File: src/rtl/serial_frame_shifter_pkg.sv
// Shared types and helpers for the serial frame shifter.
package serial_frame_shifter_pkg;

  typedef enum logic [1:0] {
    ST_IDLE,
    ST_LOW,
    ST_HIGH,
    ST_DONE
  } state_e;

  // Frame length field holds bits-minus-one; anything past the widest frame saturates.
  function automatic int unsigned clamp_len(input int unsigned len, input int unsigned max_width);
    return (len >= max_width) ? max_width - 1 : len;
  endfunction

endpackage

File: src/rtl/serial_frame_shifter_tick_divider.sv
// Loadable down-counter producing a one-cycle pulse at the end of each serial clock half-period.
module shift_tick_divider
  import serial_frame_shifter_pkg::*;
#(
  parameter int unsigned DIV_WIDTH = 8
) (
  input  logic                 clk,
  input  logic                 rst,
  input  logic                 load_i,
  input  logic [DIV_WIDTH-1:0] div_i,
  input  logic                 en_i,
  output logic                 half_period_end_o
);

  logic [DIV_WIDTH-1:0] div_q;
  logic [DIV_WIDTH-1:0] cnt_q;

  always_ff @(posedge clk) begin
    if (rst) begin
      div_q <= '0;
      cnt_q <= '0;
    end else if (load_i) begin
      div_q <= div_i;
      cnt_q <= div_i;
    end else if (en_i) begin
      cnt_q <= (cnt_q == '0) ? div_q : cnt_q - DIV_WIDTH'(1);
    end
  end

  assign half_period_end_o = en_i && (cnt_q == '0);

endmodule

File: src/rtl/serial_frame_shifter.sv
// Full-duplex serial frame engine: shifts parallelIn out on serialOut while capturing serialIn.
module serial_frame_shifter
  import serial_frame_shifter_pkg::*;
#(
  parameter int unsigned MAX_WIDTH = 32,
  parameter int unsigned LEN_WIDTH = 5,
  parameter int unsigned DIV_WIDTH = 8
) (
  input  logic                 clk,
  input  logic                 rst,
  input  logic                 start,
  input  logic [LEN_WIDTH-1:0] frameLength,
  input  logic                 msbFirst,
  input  logic [DIV_WIDTH-1:0] clockDivide,
  input  logic [MAX_WIDTH-1:0] parallelIn,
  output logic [MAX_WIDTH-1:0] parallelOut,
  output logic                 busy,
  output logic                 done,
  input  logic                 serialIn,
  output logic                 serialOut,
  output logic                 serialClock
);

  state_e               state_q, state_d;
  logic [MAX_WIDTH-1:0] tx_q, tx_d, rx_q, rx_d, pout_q, pout_d, tx_sh;
  logic [LEN_WIDTH-1:0] len_q, len_d, len_in, align;
  logic [LEN_WIDTH:0]   bit_cnt_q, bit_cnt_d;
  logic                 msb_q, msb_d, sout_q, sout_d;
  logic                 div_load, half_end, last_bit, active;

  assign len_in   = LEN_WIDTH'(clamp_len(32'(frameLength), MAX_WIDTH));
  assign align    = LEN_WIDTH'(MAX_WIDTH - 1) - len_q;
  assign last_bit = (bit_cnt_q == {1'b0, len_q});
  assign active   = (state_q == ST_LOW) || (state_q == ST_HIGH);

  shift_tick_divider #(.DIV_WIDTH(DIV_WIDTH)) u_div (
    .clk              (clk),
    .rst              (rst),
    .load_i           (div_load),
    .div_i            (clockDivide),
    .en_i             (active),
    .half_period_end_o(half_end)
  );

  always_ff @(posedge clk) begin
    if (rst) begin
      state_q   <= ST_IDLE;
      tx_q      <= '0;
      rx_q      <= '0;
      pout_q    <= '0;
      len_q     <= '0;
      bit_cnt_q <= '0;
      msb_q     <= 1'b0;
      sout_q    <= 1'b0;
    end else begin
      state_q   <= state_d;
      tx_q      <= tx_d;
      rx_q      <= rx_d;
      pout_q    <= pout_d;
      len_q     <= len_d;
      bit_cnt_q <= bit_cnt_d;
      msb_q     <= msb_d;
      sout_q    <= sout_d;
    end
  end

  // MSB-first frames are pre-aligned to the top so both orders shift out of a fixed end;
  // LSB-first receive fills from the top and is right-aligned when the frame completes.
  always_comb begin
    state_d   = state_q;
    tx_d      = tx_q;
    rx_d      = rx_q;
    pout_d    = pout_q;
    len_d     = len_q;
    bit_cnt_d = bit_cnt_q;
    msb_d     = msb_q;
    sout_d    = sout_q;
    div_load  = 1'b0;
    tx_sh     = msb_q ? (tx_q << 1) : (tx_q >> 1);
    unique case (state_q)
      ST_IDLE: begin
        if (start) begin
          div_load  = 1'b1;
          len_d     = len_in;
          msb_d     = msbFirst;
          bit_cnt_d = '0;
          rx_d      = '0;
          tx_d      = msbFirst ? (parallelIn << (LEN_WIDTH'(MAX_WIDTH - 1) - len_in)) : parallelIn;
          sout_d    = msbFirst ? tx_d[MAX_WIDTH-1] : tx_d[0];
          state_d   = ST_LOW;
        end
      end
      ST_LOW: begin
        if (half_end) begin
          if (msb_q) begin
            rx_d    = rx_q << 1;
            rx_d[0] = serialIn;
          end else begin
            rx_d              = rx_q >> 1;
            rx_d[MAX_WIDTH-1] = serialIn;
          end
          state_d = ST_HIGH;
        end
      end
      ST_HIGH: begin
        if (half_end) begin
          if (last_bit) begin
            pout_d  = msb_q ? rx_q : (rx_q >> align);
            state_d = ST_DONE;
          end else begin
            bit_cnt_d = bit_cnt_q + (LEN_WIDTH + 1)'(1);
            tx_d      = tx_sh;
            sout_d    = msb_q ? tx_sh[MAX_WIDTH-1] : tx_sh[0];
            state_d   = ST_LOW;
          end
        end
      end
      ST_DONE: state_d = ST_IDLE;
      default: state_d = ST_IDLE;
    endcase
  end

  assign parallelOut = pout_q;
  assign busy        = active;
  assign done        = (state_q == ST_DONE);
  assign serialOut   = sout_q;
  assign serialClock = (state_q == ST_HIGH);

endmodule

File: config.mk
export PLATFORM = sky130hd
export DESIGN_NAME = serial_frame_shifter
export DESIGN_NICKNAME = d
export VERILOG_FILES = /design/src/rtl/serial_frame_shifter_pkg.sv /design/src/rtl/serial_frame_shifter_tick_divider.sv /design/src/rtl/serial_frame_shifter.sv
export SDC_FILE = /design/constraint.sdc
export NUM_CORES = 1
export LEC_CHECK = 0
export BUFFER_PORTS_ARGS = -buffer_cell sky130_fd_sc_hd__buf_2
export CORE_ASPECT_RATIO = 0.75
export CORE_MARGIN = 2
export CORE_UTILIZATION = 50
export DETAILED_ROUTE_END_ITERATION = 8
export PLACE_DENSITY = 0.69
export SYNTH_ARGS = -nofsm -noshare
export SYNTH_HDL_FRONTEND = slang
export SYNTH_HIERARCHICAL = 1
export SYNTH_SLANG_ARGS = --single-unit
File: constraint.sdc
create_clock -name clk -period 3.4 [get_ports clk]
set_input_delay 0.68 -clock clk [delete_from_list [all_inputs] [get_ports clk]]
set_output_delay 0.68 -clock clk [all_outputs]
set_load 0.005 [all_outputs]
==> metrics.yaml, run 1 <==
outcome:
  outcome: "finished clean"
power_and_ir_drop:
  p_per_area_nw_per_um2: 616
  p_sw_share_pct: 41.0
  p_seq_share_pct: 28.0
  p_comb_share_pct: 43.7
  p_int_mw: 4.25
  p_leak_nw: 4.21
  pwr-share-clk_pct: 28.3
  p_switching_mw: 2.96
  vdd_drop_max_v: 0.000468
drt:
  vias_per_cell: 6.98
  drt_wl_total_mm: 36.9
  dr.pass1.iters: 5
  wl_per_cell_um: 24.5
  drt-initial-drc-count: 1403
  drc: 0
  num_vias: 10500
  ant_nets: 0
logic_synthesis:
  syn-num-nets: 1250
  synthDistinctLibCells: 71
  synth_top_area_share_pct: 24.5
  yosysWarnings: 6
  synthCells: 1193
  synth-seq-area-share_pct: 24.5
  synth_edf_count: 0
  synthFlopType: "dfxtp_1"
  synth_largest_area_cell: "dfxtp_1"
  avgSynthCellArea_um2: 8.69
  ys_seq_elements: 127
  async_flop_share_pct: 0
  synth_area_um2: 10400
  ys_top_cells_by_area: "dfxtp_1 (25%), mux4_2 (17%), mux2i_1 (7.3%)"
setup_path:
  worst_path_max_delay_cell: "a21oi_2"
  crit_fanout: 11
  endpoint_kind: "flop"
  arrival_ps: 3200
  startpoint: "u_div/cnt_q[0]"
  max_stage_delay_ps: 550
  reg2reg_from: "u_div/cnt_q[0]"
  worstSetupPathType: "flop to flop"
  worstPathCellList: "inv_1 -> ha_1 -> nor3b_4 -> and3_1 -> o211ai_1 -> a21oi_2 -> buf_4 -> nor2_1 -> a311oi_1"
  critPathLaunchType: "flop"
  critPathRequiredTime_ps: 3720
global_route:
  grt_pass1_vias: 9527
  overflow: 0
  grt_util_all_layers_pct: 34.0
  grt_pass1_wl_mm: 56.9
  antenna_found_initial: 1
  grt_max_degree: 68
timing:
  max_freq_mhz: 348
  hold_viol_final: 0
  fin_worst_skew_ps: 17.4
  fin_crit_sh_pct: 84.5
  min_period_ps: 2870
  setup_viol: 0
  maxSlewHeadroom_pct: 47.1
  hold_ws_ps: 462
  worstMarginPinSlew_ps: 794
  slew_viol_final: 0
  rsz0062_at_grt: "no"
  timing.setup.tns_ps: 0
cts:
  hold_buffers: 0
  post_cts_buffers: 0
  cts.sinks: 127
  ctsResizeCount: 0
  cts.htree.levels: 4
  ctsRootBufferMaster: "clkbuf_16"
  path_clk_slew_ps: 60
  cts_made_buffers: 17
  clkLatencyLatePin_ps: 430
  cts_tree: "built"
  clk_path_buf_depth: 2
run:
  cap_viol_max_count: 0
floorplanning:
  start_util_pct: 51.1
  die_w_um: 170
  coreArea_um2: 20300
  die_h_um: 129
  std_cell_rows: 45
  pin_count: 86
  die_area_um2: 21900
final_layout:
  fill_cells: 1803
  fin_nets: 1295
  drive_gt1_share_pct: 25.0
  syn2layout_area_growth_pct: 12.9
worst_hold_path:
  hold_path.startpoint: "parallelOut[7]"
  hp-class: "flop to flop"
place:
  place_congestion: 1.02
  portBuffers: 85
  dpl.hpwl_mm: 26.6
layer usage:
layer | up-vias | global-route usage [%] | routed length [um]
met5 | - | 0 | 0
met4 | 0 | 7.69 | 495
met3 | 68 | 15.8 | 5930
met2 | 757 | 43.1 | 14200
met1 | 5065 | 51.3 | 16400
li1 | 4648 | - | -
cell families after synthesis:
group / share of synthesized area (%)
simple gates: 17.8
compound gates: 20.1
mux: 29.5
buf+inv: 6.56
flops: 24.5
xor+xnor: 0.676
fa+ha+maj: 0.845
cell type report:
class	count	area (um2)	share of cell area, %
inverters	37	139	1.19
clock inverters	13	210	1.80
diodes	1	2.50	0.0214
multi-input cells	916	7140	61.0
flip-flops and latches	127	2550	21.8
well taps	258	323	2.76
repair buffers	139	896	7.66
clock buffers	19	443	3.78
worst max-delay path: cells and delay by family, from the launching register on:
family	cells	cell delay, ps
AOI/OAI and AO/OA	3	980
and+or+nand+nor	3	860
buffers and inverters	2	380
DFF	1	360
adders and majority gates	1	200
sequential cells by signal, indices dropped and copies added (netlist names):
register / count
state_q: 2
msb_q: 1
len_q: 5
u_div/cnt_q: 8
parallelOut: 32
rx_q: 32
bit_cnt_q: 6
tx_q: 32
u_div/div_q: 8
serialOut: 1
cell usage after synthesis, drive strengths merged, types with 10 or more instances:
cell type and instances:
a2111oi 11, a211oi 28, a21oi 96, a221oi 16, a22oi 26, buf 58, clkbuf 55, dfxtp 127
inv 35, mux2 50, mux2i 76, mux4 77, nand2 130, nand2b 10, nand3 55, nor2 93
nor2b 18, nor3 35, nor4 10, o21ai 37, o221ai 13, o22ai 15
power groups by stage:
stage	sequential (mW)	combinational, mW	clock (mW)
after detailed placement	2.04	3.04	0
final	2.02	3.15	2.04
after CTS	2.01	3.07	2.07
after global placement	2.03	3.03	0
after floorplan	1.89	2.29	0
after global routing	2.05	3.40	2.14
worst paths after layout:
kind / depth (start not counted) / slack, ps / endpoint
setup / recovery: 9 / 530 / tx_q[0]
hold / removal: 2 / 460 / parallelOut[7]
setup reg to reg: 9 / 530 / tx_q[0]
hold reg to reg: 2 / 460 / parallelOut[7]
stage by stage:
step	area (um2)	cells	total power [mW]	setup slack, ps	util [%]
floorplan	10400	1193	4.18	1060	-
global placement	11000	1477	5.06	459	54.5
detailed placement	11000	1477	5.08	535	54.5
CTS	11700	1509	7.14	584	57.7
global route	11700	1509	7.60	309	57.7
finish	11700	1510	7.21	527	57.7
cell usage in the layout, fill, tap and decap left out, types with 6 or more instances in the layout:
master and count:
dfxtp_1 124, nor3_1 34, nor2b_1 18, a32oi_1 8, a221oi_1 15, o2bb2ai_1 6
nor2_1 93, a311oi_1 9, a211oi_1 28, mux2_2 50, mux4_2 77, o21ai_0 36
o211ai_1 7, nand3_1 55, mux2i_1 76, a31oi_1 9, o22ai_1 15, clkbuf_16 17
o31ai_1 6, buf_4 50, ha_1 7, xor2_1 6, inv_1 34, nand2_1 130
o221ai_1 13, buf_2 84, nor4_1 8, a22oi_1 25, nand2b_1 10, a21oi_1 95
a2111oi_0 11
(Power assumes the default switching activity.)
==> run 2: changes to the inputs <==
- PLACE_DENSITY: 0.69 -> 0.71
- clock period: 3.4 -> 2.3 ns (I/O delays scaled with it)
==> run 2 against run 1 <==
Compared with the run above: routed wire length is 4.0% higher; register-to-register slack got worse by 480 ps; combinational power increased by 70%; clock skew decreased by 4.2 ps; power increased by 54%; first-iteration DRC count rose by 19%; via count up 4.5%; utilization up 4.6 points; clock-buffer cell count fell by 1; final area increased by 8.0%; sequential cell count unchanged; hold slack worse by 180 ps.
==> metrics.yaml, run 2 (synthesis results as in run 1) <==
final_layout:
  final_common_cell: "buf_4"  # was nand2_1
  multi_input_area_um2: 7200  # was 7140 um2
  syn2layout_area_growth_pct: 22.0  # was 12.9%
  final_cell_mix: "buf_4 (143), nand2_1 (130), dfxtp_1 (123)"  # was nand2_1 (130), dfxtp_1 (124), a21oi_1 (95)
  antenna_cells: 0  # was 1
  regArea_um2: 2550  # about the same
  layoutNonFillerInstCount: 1613  # was 1,510
  fin_nets: 1399  # was 1,295
  fill_cells: 1754  # was 1,803
  final_area_um2: 12600  # was 11,700 um2
  drive_gt1_share_pct: 31.7  # was 25.0%
power_and_ir_drop:
  p_leak_nw: 4.76  # was 4.21 nW
  vdd_drop_max_v: 0.000743  # was 0.000468 V
  p_per_area_nw_per_um2: 879  # was 616 nW/um2
setup_path:
  critPathRequiredTime_ps: 2650  # was 3720 ps
  critPathLaunchType: "flop"  # unchanged
  arrival_ps: 2610  # was 3200 ps
  crit_fanout: 8  # was 11
  endpoint_kind: "flop"  # unchanged
  worstSetupPathType: "flop to flop"  # unchanged
  rrSetupSlack_ps: 40  # was 530 ps
floorplanning:
  die_h_um: 129  # unchanged
  start_util_pct: 51.1  # unchanged
  die_w_um: 170  # unchanged
  pin_count: 86  # unchanged
  die_area_um2: 21900  # unchanged
  coreArea_um2: 20300  # unchanged
  std_cell_rows: 45  # unchanged
place:
  dp_cells: 1573  # was 1,477
  dpl.hpwl_mm: 28.4  # was 26.6 mm
  portBuffers: 85  # unchanged
  placed_cell_area_um2: 11900  # was 11,000 um2
  place_congestion: 1.02  # about the same
drt:
  wl_per_cell_um: 23.8  # was 24.5 um
  num_vias: 11000  # was 10,500
  dr.pass1.iters: 8  # was 5
  drc: 0  # unchanged
  drt_wl_total_mm: 38.4  # was 36.9 mm
  ant_nets: 0  # unchanged
  vias_per_cell: 6.82  # was 6.98
  drt-initial-drc-count: 1676  # was 1,403
cts:
  cts_made_buffers: 17  # unchanged
  path_clk_slew_ps: 60  # about the same
  ctsRootBufferMaster: "clkbuf_16"  # unchanged
  hold_buffers: 0  # unchanged
  clk_path_buf_depth: 2  # unchanged
  cts.sinks: 127  # unchanged
  cts_tree: "built"  # unchanged
  cts.htree.levels: 4  # unchanged
  clkLatencyLatePin_ps: 430  # about the same
global_route:
  grt_max_degree: 91  # was 68
  grt_pass1_wl_mm: 59.0  # was 56.9 mm
  overflow: 0  # unchanged
  grt_util_all_layers_pct: 34.9  # was 34.0%
  grt_pass1_vias: 10000  # was 9,527
  antenna_found_initial: 0  # was 1
timing:
  hold_ws_ps: 282  # was 462 ps
  fin_worst_skew_ps: 13.1  # was 17.4 ps
  maxSlewHeadroom_pct: 63.8  # was 47.1%
  min_period_ps: 2260  # was 2870 ps
  setup_viol: 0  # unchanged
  hold_viol_final: 0  # unchanged
  max_freq_mhz: 443  # was 348 MHz
  slew_viol_final: 0  # unchanged
  timing.setup.tns_ps: 0  # unchanged
  worstMarginPinSlew_ps: 530  # was 794 ps
  fin_crit_sh_pct: 98.1  # was 84.5%
run:
  cap_viol_max_count: 0  # unchanged
worst_hold_path:
  hp-class: "primary input to flop"  # was flop to flop
outcome:
  outcome: "finished clean"  # unchanged
-- run 2: changes by cell type in the layout (fill, tap and decap cells not counted), moves of 3 or more --
| cell | delta |
|---|---|
| a2111oi_0 | -3 |
| buf_12 | +9 |
| buf_4 | +93 |
| bufinv_16 | -3 |
| inv_6 | +5 |
-- run 2: routing by layer --
metal  wire length [um]  vias up  GRT usage [%]
met1              16800     5223           53.9
met3               5980       89           13.0
met5                  0        -              0
li1                   -     4853              -
met2              14900      843           45.8
met4                665        0           6.44
-- run 2: where the power goes --
group / internal, mW / switching [mW] / leakage, nW
registers: 2.55 / 0.331 / 1.03
clock network: 1.70 / 1.19 / 0.294
logic: 2.23 / 3.11 / 3.43
total: 6.48 / 4.63 / 4.76
-- run 2: path summary, 6_finish.rpt --
path | start | to | depth (start not counted)
setup / recovery | u_div/cnt_q[1] | bit_cnt_q[5] | 9
hold reg to reg | tx_q[6] | tx_q[6] | 2
setup reg to reg | u_div/cnt_q[1] | bit_cnt_q[5] | 9
hold / removal | clockDivide[6] | u_div/div_q[6] | 3
-- run 2: critical path: stages, from the launching register on --
cell and delay (ps):
dfxtp_1 320, inv_2 80, ha_4 140, nor3b_4 200, and3_4 220, o211ai_1 160
a21o_1 230, buf_4 170, or4_4 510, a21oi_2 150
-- run 2: through the flow --
stage	total power [mW]	setup WS, ps	utilization, %
floorplan	6.18	13.5	-
global route	11.7	-21.5	62.4
finish	11.1	44.0	62.4
CTS	10.8	-50.9	61.8
global placement	7.85	-187	58.6
detailed placement	7.91	-230	58.6
-- run 2: timing repair --
| action | 4_1_cts | 5_1_grt |
|---|---|---|
| gates cloned | 0 | 1 |
| buffers inserted | 1 | 6 |
| setup endpoints to repair | 7 | 23 |
| gates resized for setup | 5 | 14 |
| pin swaps | 1 | 4 |
-- run 2: area by class of cell --
type	count	share of cell area, %
Clock inverter	14	1.32
Inverter	37	1.13
Sequential cell	127	20.2
Multi-Input combinational cell	916	56.9
Clock buffer	18	3.56
Tap cell	258	2.55
Timing Repair Buffer	243	14.3
